<file path="src/rtl/lc3_operate_sequencer.sv">
// lc3_operate_sequencer: multi-cycle fetch/decode/execute control for the LC-3
// operate subset (ADD, AND, NOT). It drives the register-file selects and the ALU
// control, and it keeps pc, ir, the condition codes and the retired-instruction count.
//
// state     | meaning
// S_IDLE    | parked, waiting for run
// S_FETCH   | instruction read outstanding on the memory port
// S_DECODE  | opcode check on the freshly loaded ir
// S_EXECUTE | write-back cycle; nzp and instr_count update on its closing edge
module lc3_operate_sequencer #(
  parameter logic [15:0] PC_RESET = 16'h3000
) (
  input  logic        clk,
  input  logic        reset_n,
  input  logic        run,
  output logic [15:0] mem_addr,
  output logic        mem_rd,
  input  logic [15:0] mem_rdata,
  input  logic        mem_ready,
  output logic [2:0]  sr1_sel,
  output logic [2:0]  sr2_sel,
  output logic [2:0]  dr_sel,
  output logic        reg_we,
  output logic [1:0]  alu_control,
  output logic [5:0]  alu_imm,
  input  logic [15:0] alu_out,
  output logic [15:0] ir,
  output logic [15:0] pc,
  output logic [2:0]  nzp,
  output logic        illegal,
  output logic [15:0] instr_count
);

  localparam logic [3:0] OP_ADD = 4'b0001;
  localparam logic [3:0] OP_AND = 4'b0101;
  localparam logic [3:0] OP_NOT = 4'b1001;

  typedef enum logic [1:0] {
    S_IDLE    = 2'd0,
    S_FETCH   = 2'd1,
    S_DECODE  = 2'd2,
    S_EXECUTE = 2'd3
  } state_t;

  state_t      r_state;
  state_t      w_state_next;
  logic [15:0] r_pc;
  logic [15:0] r_ir;
  logic [15:0] r_instr_count;
  logic [2:0]  r_nzp;
  logic        r_illegal;
  logic        w_legal;
  logic [2:0]  w_nzp_next;

  // Opcode legality and ALU function decoded from the registered instruction
  always_comb begin
    w_legal     = 1'b0;
    alu_control = 2'b00;
    case (r_ir[15:12])
      OP_ADD: begin
        w_legal     = 1'b1;
        alu_control = 2'b01;
      end
      OP_AND: begin
        w_legal     = 1'b1;
        alu_control = 2'b10;
      end
      OP_NOT: begin
        w_legal     = 1'b1;
        alu_control = 2'b11;
      end
      default: begin
        w_legal     = 1'b0;
        alu_control = 2'b00;
      end
    endcase
  end

  // Condition codes derived from the ALU result being written back
  always_comb begin
    if (alu_out[15]) begin
      w_nzp_next = 3'b100;
    end else if (alu_out == 16'h0000) begin
      w_nzp_next = 3'b010;
    end else begin
      w_nzp_next = 3'b001;
    end
  end

  // Next-state selection and per-state handshake/write strobes
  always_comb begin
    w_state_next = r_state;
    mem_rd       = 1'b0;
    reg_we       = 1'b0;
    case (r_state)
      S_IDLE: begin
        if (run) begin
          w_state_next = S_FETCH;
        end
      end
      S_FETCH: begin
        // Once issued, a fetch is never abandoned, so run is not looked at here.
        mem_rd = 1'b1;
        if (mem_ready) begin
          w_state_next = S_DECODE;
        end
      end
      S_DECODE: begin
        if (w_legal) begin
          w_state_next = S_EXECUTE;
        end else if (run) begin
          w_state_next = S_FETCH;
        end else begin
          w_state_next = S_IDLE;
        end
      end
      S_EXECUTE: begin
        reg_we       = 1'b1;
        w_state_next = run ? S_FETCH : S_IDLE;
      end
      default: begin
        w_state_next = S_IDLE;
      end
    endcase
  end

  // State register
  always_ff @(posedge clk) begin
    if (!reset_n) begin
      r_state <= S_IDLE;
    end else begin
      r_state <= w_state_next;
    end
  end

  // Architectural registers: pc/ir on fetch completion, illegal on decode, nzp/count on execute
  always_ff @(posedge clk) begin
    if (!reset_n) begin
      r_pc          <= PC_RESET;
      r_ir          <= 16'h0000;
      r_nzp         <= 3'b010;
      r_illegal     <= 1'b0;
      r_instr_count <= 16'h0000;
    end else begin
      if ((r_state == S_FETCH) && mem_ready) begin
        r_ir <= mem_rdata;
        r_pc <= r_pc + 16'd1;
      end
      if ((r_state == S_DECODE) && !w_legal) begin
        r_illegal <= 1'b1;
      end
      if (r_state == S_EXECUTE) begin
        r_nzp         <= w_nzp_next;
        r_instr_count <= r_instr_count + 16'd1;
      end
    end
  end

  assign mem_addr    = r_pc;
  assign pc          = r_pc;
  assign ir          = r_ir;
  assign nzp         = r_nzp;
  assign illegal     = r_illegal;
  assign instr_count = r_instr_count;

  // NOT is forwarded like the others; the all-ones immediate field is not checked.
  assign sr1_sel = r_ir[8:6];
  assign sr2_sel = r_ir[2:0];
  assign dr_sel  = r_ir[11:9];
  assign alu_imm = r_ir[5:0];

endmodule

</file>
<file path="config.mk">
export PLATFORM = sky130hd
export DESIGN_NAME = lc3_operate_sequencer
export DESIGN_NICKNAME = d
export VERILOG_FILES = /design/src/rtl/lc3_operate_sequencer.sv
export SDC_FILE = /design/constraint.sdc
export NUM_CORES = 1
export LEC_CHECK = 0
export ABC_CLOCK_PERIOD_IN_PS = 1800
export BUFFER_PORTS_ARGS = -buffer_cell sky130_fd_sc_hd__buf_2
export CAP_MARGIN = 30
export CORE_UTILIZATION = 46
export DETAILED_ROUTE_END_ITERATION = 16
export PLACE_DENSITY = 0.85
export SLEW_MARGIN = 5
export SYNTH_ARGS = -nofsm -noshare
export SYNTH_HDL_FRONTEND = slang
export SYNTH_SLANG_ARGS = --single-unit
</file>
<file path="constraint.sdc">
create_clock -name clk -period 1.8 [get_ports clk]
set_clock_uncertainty 0.05 [all_clocks]
set_input_delay 0.54 -clock clk [delete_from_list [all_inputs] [get_ports clk]]
set_output_delay 0.54 -clock clk [all_outputs]
set_load 0.01 [all_outputs]
</file>
Word-level counts from Yosys, hierarchy flattened:

Index checks and enable logic that the tools add are counted.

* word-level logic and storage cells: 34
* register bits after elaboration: 54
* bits of input ports: 36
* output and inout bits: 87

* equality and inequality tests: 8
* reductions and logical operators: 7
* multiplexer cells: 11
* $add $sub $neg: 2

Operator list (number)
* $add 16x1->16 const B: 2
* $logic_not 16->1: 1
* $mux 2: 4
* $pmux 2 s4: 1
* $pmux 2 s3: 1
* $eq 2x2->1 const B: 2
* $eq 4x1->1 const B: 1
* $eq 4x3->1 const B: 1
* $eq 4x4->1 const B: 1
* $mux 1: 4
* $ne 2x2->1 const B: 2
* $mux 3: 1
* $reduce_or 3->1: 1
* $eq 2x1->1 const B: 1
* $logic_and 1x1->1: 2
* $logic_not 2->1: 1
* $reduce_and 2->1: 1
* $logic_not 1->1: 1

Logic depth before layout (Yosys ltp):

* depth in word-level cells: 5
* depth in mapped cells: 6
* depth with buffers taken out: 5

Worst setup path after synthesis:

OpenSTA, ideal clock, no wires.

* path type: register to register
* start point: register r_pc[2] (netlist: mem_addr[2])
* end point: register r_pc[15] (netlist: mem_addr[15])
* path buffers: 0
* slack: 1 ps
* data required time: 1680 ps
* stages on the path, launching flop included: 5
* arrival: 1678 ps
* library setup time: 70 ps
* clock period less this slack: 1799 ps
* path through: dfxtp_1 > nand4_4 > or4_4 > or3_1 > a21oi_1

* cells in the longest elaborated chain, start to end: 1

Ends and longest elaborated chain
* from (decl): line 47 `logic [15:0] r_pc;`
* from (signal assigned): line 147 `r_pc <= r_pc + 16'd1;`
* $add 16x1->16: line 147

Every way passes these cells.
A chain may end at the register's enable or synchronous reset.

Final worst setup path:

* start point: register r_state[0]
* end point: output port reg_we

* cells in the longest elaborated chain, start to end: 2

Ends and longest elaborated chain
* from (decl): line 45 `state_t r_state;`
* from (signal assigned): line 132 `r_state <= w_state_next;`
* $eq 2x2->1: line 95 `case (r_state)`
* $mux 1: line 95
* to (decl): line 23 `output logic reg_we,`

Every way passes these cells.

==> impl_results.md <==
- Outcome: finished clean
- Synth Register Bits: 54
- Met1 GRT Util: 0.242
- Area share of the largest cell type after synthesis: 0.435
- VDD IR max: 0.382 mV
- Main combinational cell family by area after synthesis: simple AND/OR/NAND/NOR gates
- Via count of the routed design: 2391
- Clock Path Buffers: 2
- Synth Area in Compound Gates: 0.0977
- Worst-Skew Late Latency: 0.30 ns
- Starting density of the core: 0.483
- Total of max-cap violations: 0
- Layout cell share with drive strength beyond 1: 0.399
- Area post-placement: 3100 um^2
- Syn Area/Cell: 8.28 um^2
- Main synth FF type: dfxtp_1
- Clock root buffer: clkbuf_8
- Synthesis-to-finish area growth: 29.2%
- RSZ-0062 raised after global routing: false
- Commonest non-fill, non-tap cell in the layout: buf_2
- PwrDens: 657 nW/um^2
- First-pass GRT wire length: 8640 um
- Remaining DRCs: 0
- Initial antenna violation count: 0
- HP Class: in -> reg
- Clock Pin Slew Worst Setup and Hold Paths: 0.09 ns
- Slew Limit Fails: 0
- Post-CTS Hold Buffers: 0
- Final worst path period need: 1.72 ns
- Die height: 75.5 um
- Fin cells: 484
- Internal reg-to-reg setup slack: 0.10 ns
- Simple-gate share of the synthesized area: 0.260
- Routability Congestion: 0.764
- Detailed-router iteration count before antenna repair: 4
- Asr flop ratio synth: 0
- Syn. warnings: 0
- Worst Path Arrival: 1.13 ns
- Port buffer count: 122
- Worst Min Path Start: mem_rdata[4]
- Setup TNS: 0 ns
- Static Leakage: 1.53 nW
- WP data required: 1.21 ns
- Post-route design area: 3210 um^2
- GRT overflow: 0
- FF-to-FF path depth: 6
- Power after layout: 2.11 mW
- R2R Path Start: mem_addr[1]
- Register area share after synthesis: 0.435
- Pin count of the biggest net entering global routing: 33
- FF-to-FF End: mem_addr[8]
- Synth Cell Area: 2480 um^2
- Met2 GRT Util: 0.345
- Synth Area in XOR/XNOR: 0.0740
- Via density: 4.94
- Cell count after synthesis: 300
- Crit path kind: reg -> out
- Met3 usage: 0.0357
- Syn Nets: 338
- Core area: 5140 um^2
- Hold endpoint: ir[4]
- CTS sink count: 54
- Die width: 75.5 um
- Gr usage total: 0.196
- Placed insts: 475
- HPWL after DPL: 4220 um
- Vias in the first global route: 1976
- Max Clk Rate: 582 MHz
- Detailed Route WL: 5610 um
- CTS buffer count: 5
- Final net count: 451
- Startpoint Class: register
- Post-synth EDFFs: 0
- CTS tree: yes
- Endpoint class of the critical path: output port
- Post-synthesis cell type with the largest combined area: dfxtp_1
- Post-synthesis mux area share: 0
- Netlist cell types: 36
- Fin crit share: 0.954
- H-tree levels: 2
- Antenna cells: 0
- Slew margin rel.: 0.772
- Crit Path Max Fanout: 6
- Initial DRC count: 97
- Busiest grt layer: met2
- Die area: 5700 um^2
- IO Pins: 123
- Wire per inst: 11.6 um
- Final Hold Fails: 0
- Post-DRT Antenna Nets: 0
- Hold Path Stages: 3
- Slew @ Worst Pin: 0.343 ns
- Most frequent cells in the layout: 122 x buf_2, 52 x dfxtp_1, 49 x nand2_1
- Adder-cell share of the synthesized area: 0.0101
- Top cells by area, synth: dfxtp_1 44%, buf_4 9.4%, nand2_1 7.4%, a21oi_1 6.2%, xor2_1 3.9%
- # rows: 26
- Final setup viols: 0
- Worst hold slack: 0.419 ns
## cell type report
cell class                 count  area (um^2)
multi-input combinational    196         1110
fill                         458         1930
tap                           70         87.6
clock buffer                   7         86.3
timing repair buffer         149          813
sequential                    54         1090
clock inverter                 1         5.00
inverter                       7         26.3
## critical path, cell delays in order, from the launching register on
cell     delay, ns
dfxtp_4       0.39
buf_4         0.14
nand2_1       0.06
inv_1         0.10
buf_2         0.14
## flip-flops by register name, summed over array words and instances, names as in the netlist
signal and cells:
ir 16, instr_count 16, illegal 1, r_state 2, mem_addr 16, nzp 3
## cell usage after synthesis (2+ instances only)
master    count
nand4_1       9
inv_1         7
nand3_1       9
a21oi_1      31
ha_1          2
nor3_1        3
nor2_1       25
o21ai_0      10
dfxtp_1      54
or3_1         7
nor4_1        8
nand2_1      49
buf_2         2
buf_1         2
nor2b_1       2
buf_4        31
and4_1        3
clkbuf_1      8
xnor2_1      10
xor2_1       11
or4_1         2
## per-stage QoR
step                      worst slack [ns]  utilization
after floorplan                    0.00108            -
final                               0.0824        0.625
after detailed placement            -0.131        0.603
after CTS                           0.0291        0.621
after global routing             0.0000905        0.625
after global placement              -0.110        0.603
## worst max-delay path by stage
stage | startpoint | slack [ns] | cells after the start | endpoint
finish | r_state[0] | 0.08 | 4 | reg_we
global placement | mem_ready | -0.11 | 5 | mem_addr[15]
floorplan | mem_addr[2] | 0.001 | 4 | mem_addr[15]
detailed placement | mem_ready | -0.13 | 5 | mem_addr[15]
CTS | r_state[0] | 0.03 | 3 | mem_rd
global route | r_state[1] | 0.00009 | 4 | reg_we
## kinds of logic (layout without fill, tap and decap cells)
| kind of cell | after synthesis | in the layout |
|---|---|---|
| adder cells (fa/ha/maj) | 2 | 2 |
| AO/OA/AOI/OAI | 46 | 46 |
| AND/OR/NAND/NOR | 127 | 127 |
| flip-flops | 54 | 54 |
| buffers and inverters | 50 | 164 |
| XOR/XNOR | 21 | 21 |
## layer usage
metal	wire, um	part of all wire	vias up
met2	2850	0.51	83
li1	-	-	1210
met3	264	0.047	6
met5	0	0	-
met1	2430	0.43	1092
met4	60	0.011	0
## report_power, final
group / internal [mW] / switching (mW)
combinational: 0.0870 / 0.101
clock: 0.311 / 0.380
sequential: 1.21 / 0.0178
total: 1.61 / 0.498
## repair_timing
action / CTS / global route
pin swaps: 0 / 1
setup endpoints to repair: 2 / 5
gates resized for setup: 1 / 4
buffers inserted: 0 / 1
Power figures use the tool's default switching activity.
